## config.mk

```make
export PLATFORM = sky130hd
export DESIGN_NAME = vga_scan_compositor
export DESIGN_NICKNAME = d
export VERILOG_FILES = /design/src/rtl/vga_scan_compositor.sv
export SDC_FILE = /design/constraint.sdc
export NUM_CORES = 1
export LEC_CHECK = 0
export CORE_ASPECT_RATIO = 2
export CORE_UTILIZATION = 47
export DETAILED_ROUTE_END_ITERATION = 16
export PLACE_DENSITY_LB_ADDON = 0.08
export SLEW_MARGIN = 30
export SYNTH_ARGS = -nofsm -noshare
export SYNTH_HDL_FRONTEND = slang
export SYNTH_SLANG_ARGS = --single-unit
```

## constraint.sdc

```tcl
create_clock -name clk -period 5.35 [get_ports clk]
set_clock_uncertainty 0.1 [all_clocks]
set_input_delay 1.07 -clock clk [delete_from_list [all_inputs] [get_ports clk]]
set_output_delay 1.07 -clock clk [all_outputs]
set_load 0.005 [all_outputs]
```

## src/rtl/vga_scan_compositor.sv

```systemverilog
// Raster timing generator and pixel compositor for a VGA DAC.
// It produces scan coordinates for the sprite ROMs and registers their colour
// response together with the sync and blank signals.
module vga_scan_compositor #(
  parameter int unsigned CLK_DIV = 2,
  parameter int unsigned H_VIS   = 640,
  parameter int unsigned H_FP    = 16,
  parameter int unsigned H_SYNC  = 96,
  parameter int unsigned H_BP    = 48,
  parameter int unsigned V_VIS   = 480,
  parameter int unsigned V_FP    = 10,
  parameter int unsigned V_SYNC  = 2,
  parameter int unsigned V_BP    = 33,
  parameter logic [7:0]  BG_R    = 8'h00,
  parameter logic [7:0]  BG_G    = 8'h00,
  parameter logic [7:0]  BG_B    = 8'h00
) (
  input  logic       clk,
  input  logic       rst,
  output logic [9:0] Q_X,
  output logic [9:0] Q_Y,
  input  logic       spr_visible,
  input  logic [7:0] spr_R,
  input  logic [7:0] spr_G,
  input  logic [7:0] spr_B,
  output logic [7:0] VGA_R,
  output logic [7:0] VGA_G,
  output logic [7:0] VGA_B,
  output logic       VGA_HS,
  output logic       VGA_VS,
  output logic       VGA_BLANK_N,
  output logic       VGA_CLK,
  output logic       frame_start
);

  localparam int unsigned CW       = 10;
  localparam int unsigned DW       = 2;
  localparam int unsigned H_TOTAL  = H_VIS + H_FP + H_SYNC + H_BP;
  localparam int unsigned V_TOTAL  = V_VIS + V_FP + V_SYNC + V_BP;
  localparam int unsigned HS_START = H_VIS + H_FP;
  localparam int unsigned HS_END   = HS_START + H_SYNC;
  localparam int unsigned VS_START = V_VIS + V_FP;
  localparam int unsigned VS_END   = VS_START + V_SYNC;

  logic [DW-1:0] div_cnt;
  logic          pix_en;
  logic          line_end;
  logic          frame_end;
  logic          active;
  logic          hs_n;
  logic          vs_n;

  // Pixel strobe and region decode on the current scan position
  assign pix_en    = (div_cnt == DW'(CLK_DIV - 1));
  assign line_end  = (Q_X == CW'(H_TOTAL - 1));
  assign frame_end = line_end && (Q_Y == CW'(V_TOTAL - 1));
  assign active    = (Q_X < CW'(H_VIS)) && (Q_Y < CW'(V_VIS));
  assign hs_n      = !((Q_X >= CW'(HS_START)) && (Q_X < CW'(HS_END)));
  assign vs_n      = !((Q_Y >= CW'(VS_START)) && (Q_Y < CW'(VS_END)));
  assign VGA_CLK   = pix_en;

  // Clock divider producing one pixel strobe every CLK_DIV clocks
  always_ff @(posedge clk) begin
    if (rst || pix_en) begin
      div_cnt <= '0;
    end else begin
      div_cnt <= div_cnt + DW'(1);
    end
  end

  // Horizontal/vertical scan counters and the frame wrap pulse
  always_ff @(posedge clk) begin
    if (rst) begin
      Q_X         <= '0;
      Q_Y         <= '0;
      frame_start <= 1'b0;
    end else begin
      frame_start <= pix_en && frame_end;
      if (pix_en) begin
        if (line_end) begin
          Q_X <= '0;
          Q_Y <= frame_end ? '0 : Q_Y + CW'(1);
        end else begin
          Q_X <= Q_X + CW'(1);
        end
      end
    end
  end

  // Output stage: syncs, blank and composited colour for the current pixel
  always_ff @(posedge clk) begin
    if (rst) begin
      VGA_R       <= '0;
      VGA_G       <= '0;
      VGA_B       <= '0;
      VGA_HS      <= 1'b1;
      VGA_VS      <= 1'b1;
      VGA_BLANK_N <= 1'b0;
    end else if (pix_en) begin
      VGA_HS      <= hs_n;
      VGA_VS      <= vs_n;
      VGA_BLANK_N <= active;
      if (!active) begin
        // ROM response is untrusted outside the visible area
        VGA_R <= '0;
        VGA_G <= '0;
        VGA_B <= '0;
      end else if (spr_visible) begin
        VGA_R <= spr_R;
        VGA_G <= spr_G;
        VGA_B <= spr_B;
      end else begin
        VGA_R <= BG_R;
        VGA_G <= BG_G;
        VGA_B <= BG_B;
      end
    end
  end

endmodule

```

======== Word-level counts from Yosys, hierarchy flattened ========
Cells that the tools add are included.
word-level totals
  flip-flop bits (word level) ............. 50
  input port bits ......................... 27
  output and inout port bits .............. 49
  logic and storage cells ................. 39
operators by class
  add/sub/neg operators ................... 3
  order comparisons ....................... 6
  equal/unequal tests ..................... 3
  multiplexer cells ....................... 8
  reductions and logical operators ........ 9
operator list
  cell                                                                                  count
  8-bit 2-to-1 mux                                                                      6
  10-bit by 1-bit adder with 10-bit output, second input constant                       2
  10-bit equality test, second input constant                                           2
  10-bit < comparator, second input constant                                            2
  10-bit by 9-bit < comparator with 1-bit output, second input constant                 2
  10-bit 2-to-1 mux                                                                     2
  10-bit greater-or-equal comparator, second input constant                             1
  10-bit by 9-bit greater-or-equal comparator with 1-bit output, second input constant  1
  1-bit logical AND                                                                     5
  2-bit by 1-bit adder with 2-bit output, second input constant                         1
  2-bit by 1-bit equality test with 1-bit output, second input constant                 1
  1-bit zero test                                                                       2
  2-bit AND reduction                                                                   1
  1-bit logical OR                                                                      1

======== Longest topological paths before layout ========
  depth after elaboration ................. 3
  depth in mapped cells ................... 9
  depth with buffers taken out ............ 6

======== Worst setup path before layout ========
No wires, ideal clock.
  path type ............................... input to register
  start point ............................. input port rst
  end point ............................... register VGA_B[0]
  library setup time ...................... 117 ps
  arrival ................................. 1935 ps
  data required time ...................... 5133 ps
  path slack .............................. 3198 ps
  stages .................................. 5
  path buffers ............................ 3
  cells stage by stage .................... clkbuf_1 -> and4b_1 -> clkbuf_1 -> buf_2 -> a22o_1
RTL lines
  element               RTL line  text
  start, declared       19        input logic rst,
  end signal, assigned  111       VGA_B <= spr_B;
  end, declared         28        output logic [7:0] VGA_B,

======== Worst setup path in the final report ========
  start point ............................. register div_cnt[1]
  end point ............................... output port VGA_CLK
on the way
  word-level cells in the longest chain between the ends .. 1
ends and longest elaborated chain
  element                                         RTL line  text
  start, declared                                 45        logic [DW-1:0] div_cnt;
  start signal, assigned                          67        div_cnt <= div_cnt + DW'(1);
  2-bit by 1-bit equality test with 1-bit output  54        assign pix_en = (div_cnt == DW'(CLK_DIV - 1));
  end, declared                                   32        output logic VGA_CLK,
Every way passes these cells.

==> impl_metrics.ini <==
[power]
p_sw_share_pct = 22.4
clkPwrFrac_pct = 34.2
ir_drop_mv = 0.218
combPwrFrac_pct = 12.7
intPower_uw = 589
pwr-share-seq_pct = 53.1
finalPower_uw = 759
switching_power_uw = 170
p_leak_uw = 0.00104
p_per_area_nw_per_um2 = 260

[layout]
diodes = 0
layout_common_cells = clkdlybuf4s50_1, dfxtp_1, a22o_1, nor2_1, nand3_1
stdcell_count = 331
layout.cells.most_common = clkdlybuf4s50_1
seqCellArea_um2 = 1000
layout.nets = 310
layout-drive-gt1-share_pct = 4.66
multi_input_comb_area_um2 = 962
syn2layout_area_growth_pct = 41.8
fill_cells = 330
final_util_pct = 70.8

[route]
wire_per_inst_um = 13.8
routed_wl_um = 4570
postRouteAntennaNets = 0
drc = 0
vias = 1789
drt_pass1_iterations = 5
detail_route.vias_per_cell = 5.40
drt_iter0_drc = 45

[global_routing]
gr-max-usage-layer = met2
use_met2_pct = 37.7
antenna_found_initial = 0
track_usage_pct = 20.7
met1_usage_pct = 23.2
grt_pass1_wl_um = 7570
use_met3_pct = 4.15
grt_max_degree = 25
gr-total-overflow = 0
first_global_vias = 1657

[place]
routabilityCongestion = 0.780
portBuffers = 75
dpl.cell_count = 323
hpwl_um = 3250

[flow_run]
drv_cap = 0

[setup_path]
cp_cell_sequence = inv_1 -> ha_1 -> clkdlybuf4s50_1
cpPeakStageDelay_ps = 620
cp_num_cells = 3
cp.buffers_inverters = 2
start_kind = register
crit_type = register to primary output
r2r_cells = 6
end_kind = primary output
critical_path_arrival_ps = 1840
crit_fanout = 19
critPathRequiredTime_ps = 4180
crit_slowest_cell = clkdlybuf4s50_1
crit_family = buffers and inverters

[yosys]
yosysUniqueCellTypes = 41
async_reset_ff_share_pct = 0
ys_seq_elements = 50
synth_edf_count = 0
ys_warn_count = 0
synth_cells = 210
avgSynthCellArea_um2 = 9.81
seq_area_frac_synth_pct = 48.6
ys.flop_type = dfxtp_1
syn_nets = 242
netlist_area_um2 = 2060

[die]
core_um2 = 4130
initial_core_util_pct = 49.9
die_w_um = 48.8
placementRows = 33
die_h_um = 95.6
die-area_um2 = 4670
io_pins = 76

[sta]
setup_tns_ps = 0
setup_viol = 0
worstMarginPinSlew_ps = 830
whs_ps = 327
report.final.hold_viol_count = 0
grt_setup_unrepaired = false
slew_headroom_pct = 44.7
fmax_mhz = 333
period_minus_slack_ps = 3010
period_share_pct = 56.2
drv_slew = 0

[cts]
cts.path.max_buffers = 2
cts_tree = done
postCtsHoldBufs = 0
clock_sinks = 50
cts_setup_buffers = 0
cts_root_buf = clkbuf_8
cts_resized = 0
cts-htree-levels = 2
cts_buffers = 5
clk_pin_slew_worst_paths_ps = 80
insertion_delay_ps = 300

[hold_path]
whs_path_depth = 1
min_path_type = register to register

[outcome]
status = finished clean
flip-flops by register name, indices dropped and copies added (netlist names):
| name | count |
|---|---|
| Q_X | 10 |
| Q_Y | 10 |
| VGA_B | 8 |
| VGA_G | 8 |
| VGA_R | 8 |
| div_cnt | 2 |
| VGA_BLANK_N | 1 |
| VGA_HS | 1 |
| VGA_VS | 1 |
| frame_start | 1 |
Yosys cell counts, types with 2 or more instances:
library cell / n / share of area [%]
nand4_1: 7 / 2.1
nor4_1: 3 / 0.91
inv_1: 8 / 1.5
clkbuf_1: 8 / 1.5
or3_1: 3 / 0.91
or4_1: 2 / 0.73
nand2b_1: 3 / 0.91
and3_1: 2 / 0.61
buf_2: 5 / 1.2
nor2_1: 19 / 3.5
a31oi_1: 3 / 0.91
nand3_1: 10 / 2.4
dfxtp_1: 50 / 49
nand2_1: 9 / 1.6
xnor2_1: 7 / 3.0
nor3_1: 9 / 2.2
a21oi_1: 6 / 1.5
ha_1: 5 / 3.0
mux2i_1: 3 / 1.5
xor2_1: 4 / 1.7
a22o_1: 24 / 10
per-layer routing:
metal | wire [µm] | part of all wire [%]
met4 | 63 | 1.4
met2 | 2410 | 53
met5 | 0 | 0
met1 | 1870 | 41
met3 | 219 | 4.8
cell type report:
type / count / area share, %
flip-flops and latches: 50 / 34.2
well taps: 52 / 2.23
inverters: 8 / 1.03
repair buffers: 76 / 25.9
clock inverters: 1 / 1.03
clock buffers: 7 / 2.61
multi-input cells: 137 / 32.9
logic make-up after synthesis:
| family | count (synthesis) | share of synthesized area (%) |
|---|---|---|
| and+or+nand+nor | 80 | 22.9 |
| DFF | 50 | 48.6 |
| AOI/OAI and AO/OA | 38 | 14.6 |
| buffers and inverters | 23 | 4.74 |
| xor gates and xnor gates | 11 | 4.68 |
| adders and majority gates | 5 | 3.04 |
| muxes | 3 | 1.46 |
final timing paths:
| kind | startpoint | to | slack, ps |
|---|---|---|---|
| worst max register to register | div_cnt[1] | Q_X[2] | 2780 |
| worst min register to register | div_cnt[0] | div_cnt[0] | 330 |
| worst min-delay path | div_cnt[0] | div_cnt[0] | 330 |
| worst max-delay path | div_cnt[1] | VGA_CLK | 2340 |
power groups by stage:
stage,Clock [µW],Sequential [µW],Combinational [µW]
final,259,403,96.5
after global routing,280,405,106
after CTS,263,403,97.8
after detailed placement,0,411,97.5
after global placement,0,411,96.3
after floorplan,0,408,43.6
through the flow:
| stage | setup WS, ps | area [µm²] |
|---|---|---|
| global route | 2210 | 2920 |
| global placement | 2260 | 2820 |
| CTS | 2310 | 2920 |
| floorplan | 3200 | 2060 |
| detailed placement | 2210 | 2820 |
| finish | 2340 | 2920 |
Note: power is estimated with default switching activity, not from simulation.
